**src/rtl/load_store_unit.sv**
```systemverilog
// Memory-access stage: one byte/half/word load or store per request over a
// req/ack data-memory port, with lane alignment, load extension and fault detection.
module load_store_unit #(
   parameter int DATAWIDTH = 32
) (
   input  logic                 clk_i,
   input  logic                 rst_i,
   input  logic                 Valid_i,
   output logic                 Ready_o,
   input  logic                 MemRead_i,
   input  logic                 MemWrite_i,
   input  logic [2:0]           Funct3_i,
   input  logic [DATAWIDTH-1:0] ALUResult_i,
   input  logic [DATAWIDTH-1:0] WriteData_i,
   output logic [DATAWIDTH-1:0] ReadData_o,
   output logic                 WbValid_o,
   output logic                 Fault_o,
   output logic                 MemReq_o,
   output logic                 MemWe_o,
   output logic [DATAWIDTH-1:0] MemAddr_o,
   output logic [3:0]           MemBe_o,
   output logic [DATAWIDTH-1:0] MemWdata_o,
   input  logic                 MemAck_i,
   input  logic [DATAWIDTH-1:0] MemRdata_i
);

   typedef enum logic [1:0] {IDLE, WAIT, DONE} state_t;

   state_t               state_q, state_d;
   logic                 we_q, we_d;
   logic [DATAWIDTH-1:0] addr_q, addr_d;
   logic [3:0]           be_q, be_d;
   logic [DATAWIDTH-1:0] wdata_q, wdata_d;
   logic [1:0]           lane_q, lane_d;
   logic [2:0]           f3_q, f3_d;
   logic [DATAWIDTH-1:0] rdata_q, rdata_d;
   logic                 fault_q, fault_d;

   logic                 illegal_f3;
   logic                 misaligned;
   logic [3:0]           req_be;
   logic [DATAWIDTH-1:0] req_wdata;
   logic [DATAWIDTH-1:0] load_ext;
   logic [7:0]           ld_byte;
   logic [15:0]          ld_half;

   // Request decode: Funct3_i[1:0] encodes size (00 byte, 01 half, 10 word).
   always_comb begin
      illegal_f3 = 1'b0;
      misaligned = 1'b0;
      req_be     = 4'b0000;
      req_wdata  = WriteData_i;
      if (MemRead_i)
         illegal_f3 = (Funct3_i == 3'b011) || (Funct3_i[2:1] == 2'b11);
      else
         illegal_f3 = Funct3_i[2] || (Funct3_i[1:0] == 2'b11);
      case (Funct3_i[1:0])
         2'b00: begin
            req_be    = 4'b0001 << ALUResult_i[1:0];
            req_wdata = {4{WriteData_i[7:0]}};
         end
         2'b01: begin
            misaligned = ALUResult_i[0];
            req_be     = 4'b0011 << {ALUResult_i[1], 1'b0};
            req_wdata  = {2{WriteData_i[15:0]}};
         end
         default: begin
            misaligned = (ALUResult_i[1:0] != 2'b00);
            req_be     = 4'b1111;
         end
      endcase
   end

   always_comb begin
      case (lane_q)
         2'b00:   ld_byte = MemRdata_i[7:0];
         2'b01:   ld_byte = MemRdata_i[15:8];
         2'b10:   ld_byte = MemRdata_i[23:16];
         default: ld_byte = MemRdata_i[31:24];
      endcase
      ld_half = lane_q[1] ? MemRdata_i[31:16] : MemRdata_i[15:0];
      case (f3_q)
         3'b000:  load_ext = {{24{ld_byte[7]}}, ld_byte};
         3'b001:  load_ext = {{16{ld_half[15]}}, ld_half};
         3'b100:  load_ext = {24'd0, ld_byte};
         3'b101:  load_ext = {16'd0, ld_half};
         default: load_ext = MemRdata_i;
      endcase
   end

   always_comb begin
      state_d = state_q;
      we_d    = we_q;
      addr_d  = addr_q;
      be_d    = be_q;
      wdata_d = wdata_q;
      lane_d  = lane_q;
      f3_d    = f3_q;
      rdata_d = rdata_q;
      fault_d = fault_q;
      case (state_q)
         IDLE: begin
            if (Valid_i && (MemRead_i || MemWrite_i)) begin
               if ((MemRead_i && MemWrite_i) || illegal_f3 || misaligned) begin
                  // Faults skip the memory and report straight from DONE.
                  state_d = DONE;
                  fault_d = 1'b1;
                  rdata_d = '0;
               end else begin
                  state_d = WAIT;
                  we_d    = MemWrite_i;
                  addr_d  = {ALUResult_i[DATAWIDTH-1:2], 2'b00};
                  be_d    = MemWrite_i ? req_be : 4'b0000;
                  wdata_d = MemWrite_i ? req_wdata : '0;
                  lane_d  = ALUResult_i[1:0];
                  f3_d    = Funct3_i;
               end
            end
         end
         WAIT: begin
            if (MemAck_i) begin
               state_d = DONE;
               fault_d = 1'b0;
               rdata_d = we_q ? '0 : load_ext;
            end
         end
         default: state_d = IDLE;
      endcase
   end

   always_ff @(posedge clk_i or posedge rst_i) begin
      if (rst_i) begin
         state_q <= IDLE;
         we_q    <= 1'b0;
         addr_q  <= '0;
         be_q    <= 4'b0000;
         wdata_q <= '0;
         lane_q  <= 2'b00;
         f3_q    <= 3'b000;
         rdata_q <= '0;
         fault_q <= 1'b0;
      end else begin
         state_q <= state_d;
         we_q    <= we_d;
         addr_q  <= addr_d;
         be_q    <= be_d;
         wdata_q <= wdata_d;
         lane_q  <= lane_d;
         f3_q    <= f3_d;
         rdata_q <= rdata_d;
         fault_q <= fault_d;
      end
   end

   assign Ready_o    = (state_q == IDLE) && !rst_i;
   assign MemReq_o   = (state_q == WAIT);
   assign WbValid_o  = (state_q == DONE);
   assign MemWe_o    = we_q;
   assign MemAddr_o  = addr_q;
   assign MemBe_o    = be_q;
   assign MemWdata_o = wdata_q;
   assign ReadData_o = rdata_q;
   assign Fault_o    = fault_q;

endmodule

```
**config.mk**
```make
export PLATFORM = sky130hd
export DESIGN_NAME = load_store_unit
export DESIGN_NICKNAME = d
export VERILOG_FILES = /design/src/rtl/load_store_unit.sv
export SDC_FILE = /design/constraint.sdc
export NUM_CORES = 1
export LEC_CHECK = 0
export ABC_AREA = 1
export CAP_MARGIN = 25
export CORE_UTILIZATION = 47
export CTS_CLUSTER_DIAMETER = 200
export CTS_CLUSTER_SIZE = 8
export DETAILED_ROUTE_END_ITERATION = 8
export GPL_ROUTABILITY_DRIVEN = 0
export GPL_TIMING_DRIVEN = 0
export PLACE_DENSITY = 0.86
export SLEW_MARGIN = 20
export SYNTH_ARGS = -nofsm -noshare
export SYNTH_HDL_FRONTEND = slang
export SYNTH_SLANG_ARGS = --single-unit
export TNS_END_PERCENT = 50
```
**constraint.sdc**
```tcl
create_clock -name clk_i -period 6.7 [get_ports clk_i]
set_input_delay 1.005 -clock clk_i [delete_from_list [all_inputs] [get_ports clk_i]]
set_output_delay 1.005 -clock clk_i [all_outputs]
set_load 0.01 [all_outputs]
```
==> results.md <==
* FF+latch count, synth at ~110
* Met3 global-route usage at 0.0910
* Cells after DPL at about 1,000
* Worst Path Arrival at 2.16 ns
* PostCTS Resize Cnt at 0
* Post-Route WL at 16,600 µm
* Peak supply drop at between 0.15 and 0.2 mV
* Most Crowded Layer GR: met2
* Hold Buf Count CTS at 0
* Pwr dens at roughly 280 nW/µm²
* Status: finished, final reports clean
* Die area at ~12,000 µm²
* Req. time, crit path at about 5.7 ns
* Port Buffers at 206
* Met1 Usage GRT at 0.343
* CTS clk-pin slew, worst paths at 0.11 ns
* Crit path launch: rst_i
* Vias in the first global route at between 5,000 and 6,000
* Layout cells sized above 1 at 0.0659
* Root buffer cell: clkbuf_8
* First drt pass iteration count at 6
* Pin count of the biggest net entering global routing at 57
* Num CTS Buffers at 9
* Synth Instances at 701
* Mean number of vias per cell at approximately 5.2
* Leak Pwr at ~4 nW
* HPWL after DPL at around 12,000 µm
* Slew margin rel. at 0.655
* Final net count at 1,025
* H-tree levels at 3
* Ranking of synthesized cells by area: dfrtp_1, nand2_1, o21ai_0, nor2_1, nand4_1
* Hold Crit Class: register to register
* I/O pin count at 210
* Sequential fraction of the synthesis area at 0.506
* Setup TNS at 0 ns
* Final cycle utilization of the critical path at 0.473
* CTS max path bufs at 2
* Setup Skew at roughly 0.01 ns
* Crit-path max FO at 2
* Worst reg2reg setup slack at approximately 4.8 ns
* Die height at roughly 110 µm
* Initial antenna violation count at 0
* Cell variety after synth at 30
* Finished Layout Cells at 1,065
* Synth warn at 0
* Final hold vios at 0
* Area share of the largest cell type after synthesis at 0.506
* RSZ-0062 raised after global routing: no
* Slew Viols, Final at 0
* # rows at 38
* Fin Hold WS at slightly below 0.5 ns
* Met2 Use GR at 0.489
* Syn-to-layout area delta at 46.5%
* Min-delay src: MemAddr_o[22]$_DFFE_PP0P_
* Total track usage at 0.291
* Starting density of the core at 0.486
* Placeable Area at about 11,000 µm²
* Max cap viols at 0
* Final Critical Period at between 3 and 4 ns
* Yosys top cell by area: dfrtp_1
* Mean Syn Cell Area at ~7.6 µm²
* Slew of the pin with the lowest slew margin at 0.518 ns
* WL per Instance at about 16 µm
* Drt drc at 0
* Fmax at approximately 320 MHz
* Post-Syn Area at 5290 µm²
* Postcts setup bufs at 0
* Grt total ovfl at 0
* Critical path startpoint category: primary input
* CTS tree: built
* Total power at 0.00220 W
* Commonest non-fill, non-tap cell in the layout: nand2_1
* Via count at between 5,000 and 6,000
* Crit Path Class: primary input to output port
* First-pass GRT wire length at between 20,000 and 30,000 µm
* Reg2reg start: f3_q[1]$_DFFE_PP0P_
* Setup violators final at 0
* Core Util, Final at 0.712
* Setup crit end kind: output port
* Antenna diodes at 0
* Die width at approximately 110 µm
* Antenna-violating nets left at 0
* Initial DRC count at 240
* Most frequent cells in the layout: nand2_1, clkdlybuf4s50_1, dfrtp_1, nor2_1, o21ai_0
* # clock sinks at 107
* Worst-skew pair later-pin latency at roughly 0.38 ns
metrics by stage:
stage / setup WS (ns) / area, µm²
after CTS: 3.53 / 7750
after global placement: 1.19 / 7530
after detailed placement: 3.53 / 7570
after global routing: 3.48 / 7750
after floorplan: 2.88 / 5300
final: 3.53 / 7750
critical path: stages:
cell	delay [ns]
clkdlybuf4s50_1	0.49
nor2_1	0.13
clkdlybuf4s50_1	0.53
cell type report:
cell class                 instances  area (µm²)
buffer                            36         226
clock buffer                      10         128
clock inverter                     6        60.1
fill                             874        3130
inverter                          38         149
multi-input combinational        521        2250
sequential                       107        2680
tap                              140         175
timing repair buffer             207        2090
flip-flops by register name, summed over array words and instances, names as in the netlist:
register    cells
MemWdata_o     32
MemBe_o         4
MemAddr_o      30
lane_q          2
MemWe_o         1
state_q         2
f3_q            3
Fault_o         1
ReadData_o     32
report_power, final:
group / switching (W) / internal (W) / total (W)
sequential: 0.0000967 / 0.000798 / 0.000894
combinational: 0.000467 / 0.000445 / 0.000912
clock: 0.000248 / 0.000144 / 0.000392
per-layer routing:
metal	part of all wire	wire, µm	up-vias
li1	-	-	2628
met3	0.12	1960	50
met2	0.47	7740	319
met5	0	0	-
met1	0.39	6400	2510
met4	0.030	503	0
worst paths after layout:
kind                                              endpoint  cells past startpoint
worst max-delay path                               Ready_o                      3
worst min-delay path             MemAddr_o[22]$_DFFE_PP0P_                      2
worst max register to register  ReadData_o[22]$_DFFE_PP0P_                      8
worst min register to register   MemAddr_o[22]$_DFFE_PP0P_                      2
min in group asynchronous        MemAddr_o[11]$_DFFE_PP0P_                      2
max in group asynchronous       MemWdata_o[11]$_DFFE_PP0P_                      3
Yosys cell counts:
cell type / number
buf_6: 7
nor2_4: 1
conb_1: 1
o2bb2ai_2: 1
nand4_4: 1
o211ai_1: 1
a31oi_1: 1
o221a_2: 5
nand4_2: 1
a21oi_1: 15
clkinv_2: 1
o21a_1: 5
buf_1: 1
nand3_1: 10
dfrtp_1: 107
nor2_1: 57
nand2_2: 3
buf_4: 7
buf_2: 10
o21ai_0: 44
nand2_4: 1
nand3b_1: 1
inv_2: 3
inv_1: 34
nor2_2: 2
clkbuf_1: 11
nand4_1: 24
a21oi_4: 1
nand2_1: 344
o22ai_1: 1
cells by family (layout without fill, tap and decap cells):
| group | count (synthesis) | in the layout | synth area share |
|---|---|---|---|
| buf+inv | 74 | 297 | 0.0700 |
| other cells | 1 | 2 | 0.000709 |
| compound gates | 74 | 74 | 0.0832 |
| simple gates | 445 | 445 | 0.340 |
| flops | 107 | 107 | 0.506 |
Power figures use the tool's default switching activity.
